--- config.mk ---
export PLATFORM = sky130hd
export DESIGN_NAME = ad9866_spi_seq
export DESIGN_NICKNAME = d
export VERILOG_FILES = /design/src/rtl/ad9866_spi_seq.sv
export SDC_FILE = /design/constraint.sdc
export NUM_CORES = 1
export LEC_CHECK = 0
export CORE_AREA = 2 2 69 71
export CTS_CLUSTER_SIZE = 12
export DETAILED_ROUTE_END_ITERATION = 10
export DIE_AREA = 0 0 71 73
export PLACE_DENSITY_LB_ADDON = 0.25
export SYNTH_ARGS = -nofsm -noshare
export SYNTH_HDL_FRONTEND = slang
export SYNTH_SLANG_ARGS = --single-unit
--- constraint.sdc ---
create_clock -name ad9866spiclk -period 3.4 [get_ports ad9866spiclk]
set_clock_uncertainty 0.15 [all_clocks]
set_input_delay 0.34 -clock ad9866spiclk [delete_from_list [all_inputs] [get_ports ad9866spiclk]]
set_output_delay 0.34 -clock ad9866spiclk [all_outputs]
set_load 0.01 [all_outputs]
--- src/rtl/ad9866_spi_seq.sv ---
// AD9866 SPI write sequencer: hardware reset, power-up register table, then host
// register writes and RX PGA gain updates as 16-bit SPI write frames.
//
// state   | meaning
// RSTHOLD | ad9866_rst_n held low for RSTCYC cycles
// RSTWAIT | reset released, wait RSTCYC cycles before the first write
// IDLE    | init done, arbitrate host command over gain update
// LOAD    | frame latched, sen_n low, sdio = bit 15
// SHIFT   | 16 bits clocked out, CLKDIV cycles per SCLK half-period
// END     | sen_n high for CLKDIV cycles between frames
module ad9866_spi_seq #(
  parameter int               CLKDIV   = 4,
  parameter int               RSTCYC   = 64,
  parameter int               NINIT    = 4,
  parameter logic [NINIT*15-1:0] INITTAB = '0,
  parameter logic [6:0]       GAINADDR = 7'h09
) (
  input  logic       ad9866spiclk,
  input  logic       rst_n,
  input  logic       cmd_valid,
  input  logic [6:0] cmd_addr,
  input  logic [7:0] cmd_data,
  output logic       cmd_ack,
  input  logic [5:0] rx_gain,
  output logic       init_done,
  output logic       busy,
  output logic       ad9866_rst_n,
  output logic       ad9866_sen_n,
  output logic       ad9866_sclk,
  output logic       ad9866_sdio
);

  localparam int CMAX = (RSTCYC > CLKDIV) ? RSTCYC : CLKDIV;
  localparam int CW   = $clog2(CMAX + 1);
  localparam int IW   = $clog2(NINIT + 1);
  localparam logic [CW-1:0] RST_LD = CW'(RSTCYC - 1);
  localparam logic [CW-1:0] DIV_LD = CW'(CLKDIV - 1);

  localparam logic [2:0] S_RSTHOLD = 3'd0;
  localparam logic [2:0] S_RSTWAIT = 3'd1;
  localparam logic [2:0] S_IDLE    = 3'd2;
  localparam logic [2:0] S_LOAD    = 3'd3;
  localparam logic [2:0] S_SHIFT   = 3'd4;
  localparam logic [2:0] S_END     = 3'd5;

  logic [2:0]    state_q, state_d;
  logic [CW-1:0] cnt_q, cnt_d;
  logic [3:0]    bit_q, bit_d;
  logic [15:0]   frame_q, frame_d;
  logic [IW-1:0] idx_q, idx_d;
  logic          is_init_q, is_init_d;
  logic [5:0]    last_gain_q, last_gain_d;
  logic          first_gain_q, first_gain_d;
  logic          init_done_q, init_done_d;
  logic          cmd_ack_q, cmd_ack_d;
  logic          rst_out_q, rst_out_d;
  logic          sen_n_q, sen_n_d;
  logic          sclk_q, sclk_d;
  logic          sdio_q, sdio_d;

  logic [14:0] init_entry;
  logic        gain_pend;
  logic        ld;
  logic [15:0] ld_frame;

  always_comb begin
    init_entry = '0;
    for (int i = 0; i < NINIT; i++) begin
      if (idx_q == IW'(i)) init_entry = INITTAB[i*15 +: 15];
    end
  end

  assign gain_pend = first_gain_q || (rx_gain != last_gain_q);

  always_comb begin
    state_d      = state_q;
    cnt_d        = cnt_q;
    bit_d        = bit_q;
    frame_d      = frame_q;
    idx_d        = idx_q;
    is_init_d    = is_init_q;
    last_gain_d  = last_gain_q;
    first_gain_d = first_gain_q;
    init_done_d  = init_done_q;
    cmd_ack_d    = 1'b0;
    rst_out_d    = rst_out_q;
    sen_n_d      = sen_n_q;
    sclk_d       = sclk_q;
    sdio_d       = sdio_q;
    ld           = 1'b0;
    ld_frame     = '0;

    case (state_q)
      S_RSTHOLD: begin
        if (cnt_q == '0) begin
          state_d   = S_RSTWAIT;
          cnt_d     = RST_LD;
          rst_out_d = 1'b1;
        end else begin
          cnt_d = cnt_q - CW'(1);
        end
      end
      S_RSTWAIT: begin
        if (cnt_q == '0) begin
          ld        = 1'b1;
          ld_frame  = {1'b0, init_entry};
          is_init_d = 1'b1;
          idx_d     = idx_q + IW'(1);
        end else begin
          cnt_d = cnt_q - CW'(1);
        end
      end
      S_IDLE: begin
        if (cmd_valid) begin
          ld        = 1'b1;
          ld_frame  = {1'b0, cmd_addr, cmd_data};
          cmd_ack_d = 1'b1;
          is_init_d = 1'b0;
        end else if (gain_pend) begin
          ld           = 1'b1;
          ld_frame     = {1'b0, GAINADDR, 2'b01, rx_gain};
          last_gain_d  = rx_gain;
          first_gain_d = 1'b0;
          is_init_d    = 1'b0;
        end
      end
      S_LOAD: begin
        state_d = S_SHIFT;
        cnt_d   = DIV_LD;
        bit_d   = 4'd15;
      end
      S_SHIFT: begin
        if (cnt_q != '0) begin
          cnt_d = cnt_q - CW'(1);
        end else if (!sclk_q) begin
          sclk_d = 1'b1;
          cnt_d  = DIV_LD;
        end else if (bit_q == 4'd0) begin
          state_d = S_END;
          sclk_d  = 1'b0;
          sen_n_d = 1'b1;
          cnt_d   = DIV_LD;
        end else begin
          // data only moves on the falling SCLK edge
          bit_d  = bit_q - 4'd1;
          sclk_d = 1'b0;
          sdio_d = frame_q[bit_q - 4'd1];
          cnt_d  = DIV_LD;
        end
      end
      S_END: begin
        if (cnt_q != '0) begin
          cnt_d = cnt_q - CW'(1);
        end else if (is_init_q && (idx_q != IW'(NINIT))) begin
          ld       = 1'b1;
          ld_frame = {1'b0, init_entry};
          idx_d    = idx_q + IW'(1);
        end else begin
          state_d   = S_IDLE;
          is_init_d = 1'b0;
          if (is_init_q) init_done_d = 1'b1;
        end
      end
      default: state_d = S_RSTHOLD;
    endcase

    if (ld) begin
      state_d = S_LOAD;
      frame_d = ld_frame;
      sen_n_d = 1'b0;
      sclk_d  = 1'b0;
      sdio_d  = ld_frame[15];
    end
  end

  always_ff @(posedge ad9866spiclk or negedge rst_n) begin
    if (!rst_n) begin
      state_q      <= S_RSTHOLD;
      cnt_q        <= RST_LD;
      bit_q        <= 4'd15;
      frame_q      <= '0;
      idx_q        <= '0;
      is_init_q    <= 1'b0;
      last_gain_q  <= '0;
      first_gain_q <= 1'b1;
      init_done_q  <= 1'b0;
      cmd_ack_q    <= 1'b0;
      rst_out_q    <= 1'b0;
      sen_n_q      <= 1'b1;
      sclk_q       <= 1'b0;
      sdio_q       <= 1'b0;
    end else begin
      state_q      <= state_d;
      cnt_q        <= cnt_d;
      bit_q        <= bit_d;
      frame_q      <= frame_d;
      idx_q        <= idx_d;
      is_init_q    <= is_init_d;
      last_gain_q  <= last_gain_d;
      first_gain_q <= first_gain_d;
      init_done_q  <= init_done_d;
      cmd_ack_q    <= cmd_ack_d;
      rst_out_q    <= rst_out_d;
      sen_n_q      <= sen_n_d;
      sclk_q       <= sclk_d;
      sdio_q       <= sdio_d;
    end
  end

  assign cmd_ack      = cmd_ack_q;
  assign init_done    = init_done_q;
  assign busy         = (state_q != S_IDLE);
  assign ad9866_rst_n = rst_out_q;
  assign ad9866_sen_n = sen_n_q;
  assign ad9866_sclk  = sclk_q;
  assign ad9866_sdio  = sdio_q;

endmodule

Word-level counts from Yosys, hierarchy flattened
Index checks and enable logic that the tools add are counted.
W data, S select, Z words.
Storage, ports and cells
  register bits: 47
  bits of input ports: 24
  output and inout port bits: 7
  word-level logic and storage cells: 127
Operators by class
  $add $sub $neg: 3
  $lt $le $gt $ge: 1
  eq/ne operators: 27
  muxes and demuxes: 54
  bitwise gates (word level): 3
  reductions and logical operators: 25
Operator list (number)
  $pmux W7 S5: 1
  $mux W15: 2
  $mux W3: 10
  $mux W7: 4
  $mux W1: 27
  $ne A3 B3 Y1 const B: 8
  $ne A2 B2 Y1 const B: 11
  $reduce_and A4 Y1: 5
  $pmux W3 S5: 1
  $mux W12: 1
  $mux W4: 3
  $reduce_bool A2 Y1: 5
  $pmux W4 S2: 1
  $logic_not A7 Y1: 1
  $reduce_and A7 Y1: 1
  $reduce_bool A7 Y1: 1
  $sub A7 B1 Y7 const B: 1
  $eq A3 B2 Y1 const B: 2
  $eq A3 B3 Y1 const B: 2
  $ne A6 B6 Y1: 1
  $pmux W1 S3: 2
  $pmux W3 S2: 1
  $reduce_and A3 Y1: 2
  $lt A4 B5 Y1 const B: 1
  16 further kinds: 19

Longest topological paths before layout
  depth in word-level cells: 8
  depth in mapped cells: 9
  depth with buffers taken out: 8

Worst setup path before layout
OpenSTA, ideal clock, no wires.
  path type: register to register
  from: register bit_q[0]
  to: register sdio_q (netlist: ad9866_sdio)
  library setup time: 0.145 ns
  data arrival time: 2.153 ns
  data required time: 3.105 ns
  path slack: 0.953 ns
  cell stages (with the launch flop): 8
  cells stage by stage: dfstp_2 -> inv_1 -> ha_1 -> xor2_1 -> mux4_2 -> nand2b_1 -> a21oi_1 -> a21oi_1
Between the ends
  cells in the longest elaborated chain, start to end: 8
  elaborated cells on any way between the ends: 11
  classes of those cells: 1 x add/sub; 1 x eq/ne; 7 x mux; 2 x reduce/logical
Ends and longest elaborated chain
  start: declaration: line 48  | logic [3:0] bit_q, bit_d;
  start signal: assignment: line 195  | bit_q <= bit_d;
  $sub A4 B1 Y4: line 147  | sdio_d = frame_q[bit_q - 4'd1];
  $bmux W1 S4: line 147
  $mux W1 (implied by the code): line 147
  $mux W1: line 138  | end else if (bit_q == 4'd0) begin
  $mux W1: line 135  | end else if (!sclk_q) begin
  $mux W1: line 133  | if (cnt_q != '0) begin
  $mux W1: line 93  | case (state_q)
  $mux W1: line 167  | if (ld) begin
  end signal: assignment: line 206  | sdio_q <= sdio_d;
  end: declaration: line 59  | logic sdio_q, sdio_d;
Several ways; a longest one is shown, not always the timed one. The select of a mux whose other input is x is not followed.
A chain may end at the register's enable or synchronous reset.

Worst setup path after layout
Same ends and word-level chain as after synthesis.

==> summary.txt <==
Detailed routing
  • Post-DRT Antenna Nets: 0
  • Drt drc: 0
  • Pre-antenna DRT Iters: 4
  • Via Count: 1735
  • Routed len/inst: roughly 15 µm
  • Via/cell ratio: 5.726
  • Final wirelength: 4433 µm
  • Initial detailed-routing violation count: 115

STA
  • Unrepaired setup endpoints after global routing: false
  • Worst rel slew slack: roughly 37%
  • Fmax: 0.3717 GHz
  • Max Slew Vio Count: 0
  • Final Hold Viols: 0
  • Slew @ Worst Pin: ~950 ps
  • Final Setup Violations: 0
  • Final min period: 2691 ps
  • Setup TNS: 0 ps
  • Tcrit/Tclk final: between 70% and 80%
  • Worst hold slack: approximately 37 ps

Clock network
  • Root Driver: clkbuf_8
  • Cts repair resizes: 0
  • Hold_buf cts: 0
  • CTS Buf Count: 5
  • CTS Sinks: 46
  • Clock latency on the worst-skew pair: 290 ps
  • Reg clk slew, reported paths: 80 ps
  • TritonCTS clock tree: done
  • Postcts setup bufs: 0
  • Htree depth: 2
  • Max Buffers Root-to-Sink: 2

Worst setup path
  • CP endpoint kind: flip-flop
  • Startpoint Class: flip-flop
  • Critical Path RT: 3410 ps
  • Crit path kind: reg -> reg
  • WP data arrival: 2700 ps
  • Critical path fanouts, max: 7

Logic synthesis
  • Synth Flop Type: dfrtp_1
  • Sequential-to-total area share from yosys stat: 49.89%
  • Cells after synthesis: ~220
  • Synth async-reset ratio: 100.0%
  • Yosys reg bits: between 40 and 50
  • Post-synth EDFFs: 0
  • YS warnings: 0
  • Mapped Nets: 247
  • Netlist cell types: 48
  • Syn Area/Cell: ~11 µm²
  • Post-Synthesis Cell Area: around 2300 µm²

Run status
  • Outcome: complete, no violations

Layout
  • Final nets: roughly 280
  • ANT cells: 0
  • Final Non-Filler Cells: 303
  • Layout cells sized above 1: 18.07%
  • Area grow syn2layout: 17.99%

Flow run
  • # Max-Cap Violations: 0

Floorplan
  • Die width: 71 µm
  • Die Y-Extent: approximately 73 µm
  • Core area: between 4000 and 5000 µm²
  • Row count: 25
  • Die area: 5183 µm²
  • Initial Util: roughly half
  • # IOs: 31

Global routing
  • Largest net degree at the start of global routing: 47
  • Remaining Overflow, GRT: 0
  • GR Util All Layers: 19.05%
  • Vias in the first global route: ~1600
  • Initial antenna violation count: 0
  • First-pass GRT wire length: 7762 µm

Min path
  • Hold/Removal Path Class: in -> async

Placed design
  • Hpwl dp: 3210 µm
  • RePlAce Congestion: 0.8728
  • Number of port buffers: 30
  • Dpl cells: 296

Power
  • Pwr dens: 338.6 nW/µm²
  • Leakage: approximately 1.2 nW
  • Maximum VDD drop: 0.0001904 V
  • Final Power: 933.8 µW
[cells in the final DEF, fill, tap and decap left out, types with 4 or more instances in the layout]
| master | Yosys | layout |
|---|---|---|
| a21oi_1 | 20 | 20 |
| nor2b_1 | 4 | 4 |
| ha_1 | 5 | 5 |
| o21ai_0 | 7 | 7 |
| nor2_1 | 14 | 14 |
| nand2b_1 | 4 | 4 |
| dfrtp_1 | 34 | 34 |
| a222oi_1 | 6 | 6 |
| nand2_1 | 16 | 16 |
| a22o_1 | 4 | 4 |
| a31oi_1 | 4 | 4 |
| inv_1 | 14 | 14 |
| clkdlybuf4s50_1 | 0 | 29 |
| xor2_1 | 7 | 7 |
| mux2_2 | 8 | 8 |
| clkbuf_8 | 0 | 6 |
| dfstp_2 | 12 | 12 |
| nor3_1 | 12 | 12 |
[metrics by stage]
| step | worst slack, ps | utilization [%] | area [µm²] |
|---|---|---|---|
| floorplan | 952.5 | - | 2337 |
| global placement | 810.8 | 58.90 | 2671 |
| detailed placement | 732.6 | 58.90 | 2671 |
| CTS | 708.6 | 60.80 | 2758 |
| global route | 545.7 | 60.80 | 2758 |
| finish | 709.4 | 60.80 | 2758 |
[path summary, 6_finish.rpt]
kind / startpoint / end / slack [ps] / cells past startpoint
worst max-delay path: bit_q[0] / ad9866_sdio / 710 / 7
worst min-delay path: rst_n / last_gain_q[4] / 40 / 1
worst max register to register: bit_q[0] / ad9866_sdio / 710 / 7
worst min register to register: ad9866_rst_n / ad9866_rst_n / 320 / 1
max in group asynchronous: rst_n / idx_q[0] / 2470 / 1
min in group ad9866spiclk: ad9866_rst_n / ad9866_rst_n / 320 / 1
[where the power goes]
part | switching [mW] | leakage (nW) | internal (mW)
sequential | 0.00243 | 0.575 | 0.551
combinational | 0.0214 | 0.629 | 0.0289
clock | 0.169 | 0.0443 | 0.161
[cell usage after synthesis, types with 3 or more instances]
master / n / area share, %
dfrtp_1: 34 / 36
a21oi_1: 20 / 4.3
nand2_1: 16 / 2.6
inv_1: 14 / 2.2
nor2_1: 14 / 2.2
dfstp_2: 12 / 13
nor3_1: 12 / 2.6
mux2_2: 8 / 3.9
o21ai_0: 7 / 1.5
xor2_1: 7 / 2.6
a222oi_1: 6 / 2.6
ha_1: 5 / 2.7
a22o_1: 4 / 1.5
a31oi_1: 4 / 1.1
nand2b_1: 4 / 1.1
nor2b_1: 4 / 1.1
a211oi_1: 3 / 0.96
a31o_2: 3 / 1.1
clkbuf_1: 3 / 0.48
xnor2_1: 3 / 1.1
[kinds of logic after synthesis]
logic type | count (synthesis) | share of synthesized area, %
AO/OA/AOI/OAI | 59 | 17.40
XOR/XNOR | 10 | 3.748
adder cells (fa/ha/maj) | 5 | 2.677
buffers and inverters | 21 | 3.801
flip-flops | 46 | 49.89
multiplexers | 12 | 6.638
AND/OR/NAND/NOR | 65 | 15.85
[state kept, by name, indices dropped and copies added (netlist names)]
register,count
ad9866_rst_n,1
ad9866_sclk,1
ad9866_sdio,1
ad9866_sen_n,1
bit_q,4
cmd_ack,1
cnt_q,7
first_gain_q,1
frame_q,15
idx_q,3
init_done,1
is_init_q,1
last_gain_q,6
state_q,3
[layer usage]
layer / GRT usage (%) / part of all wire [%]
met5: 0 / 0
met4: 5.660 / 1.3
met3: 3.729 / 3.5
met2: 29.60 / 46
met1: 27.43 / 49
[cell type report]
class / instances / area, µm²
fill: 384 / 1778
sequential: 46 / 1166
multi-input combinational: 151 / 1082
timing repair buffer: 31 / 302.8
clock buffer: 7 / 86.33
tap: 54 / 67.56
inverter: 14 / 52.55
[worst max-delay path, stage by stage (launching register included)]
cell and delay (ps):
dfstp_2 590, inv_1 100, ha_1 240, xor2_1 540, mux4_2 580, nand2b_1 160, a21oi_1 130, a21oi_1 80
No activity file was read; power rests on OpenSTA's default activity.
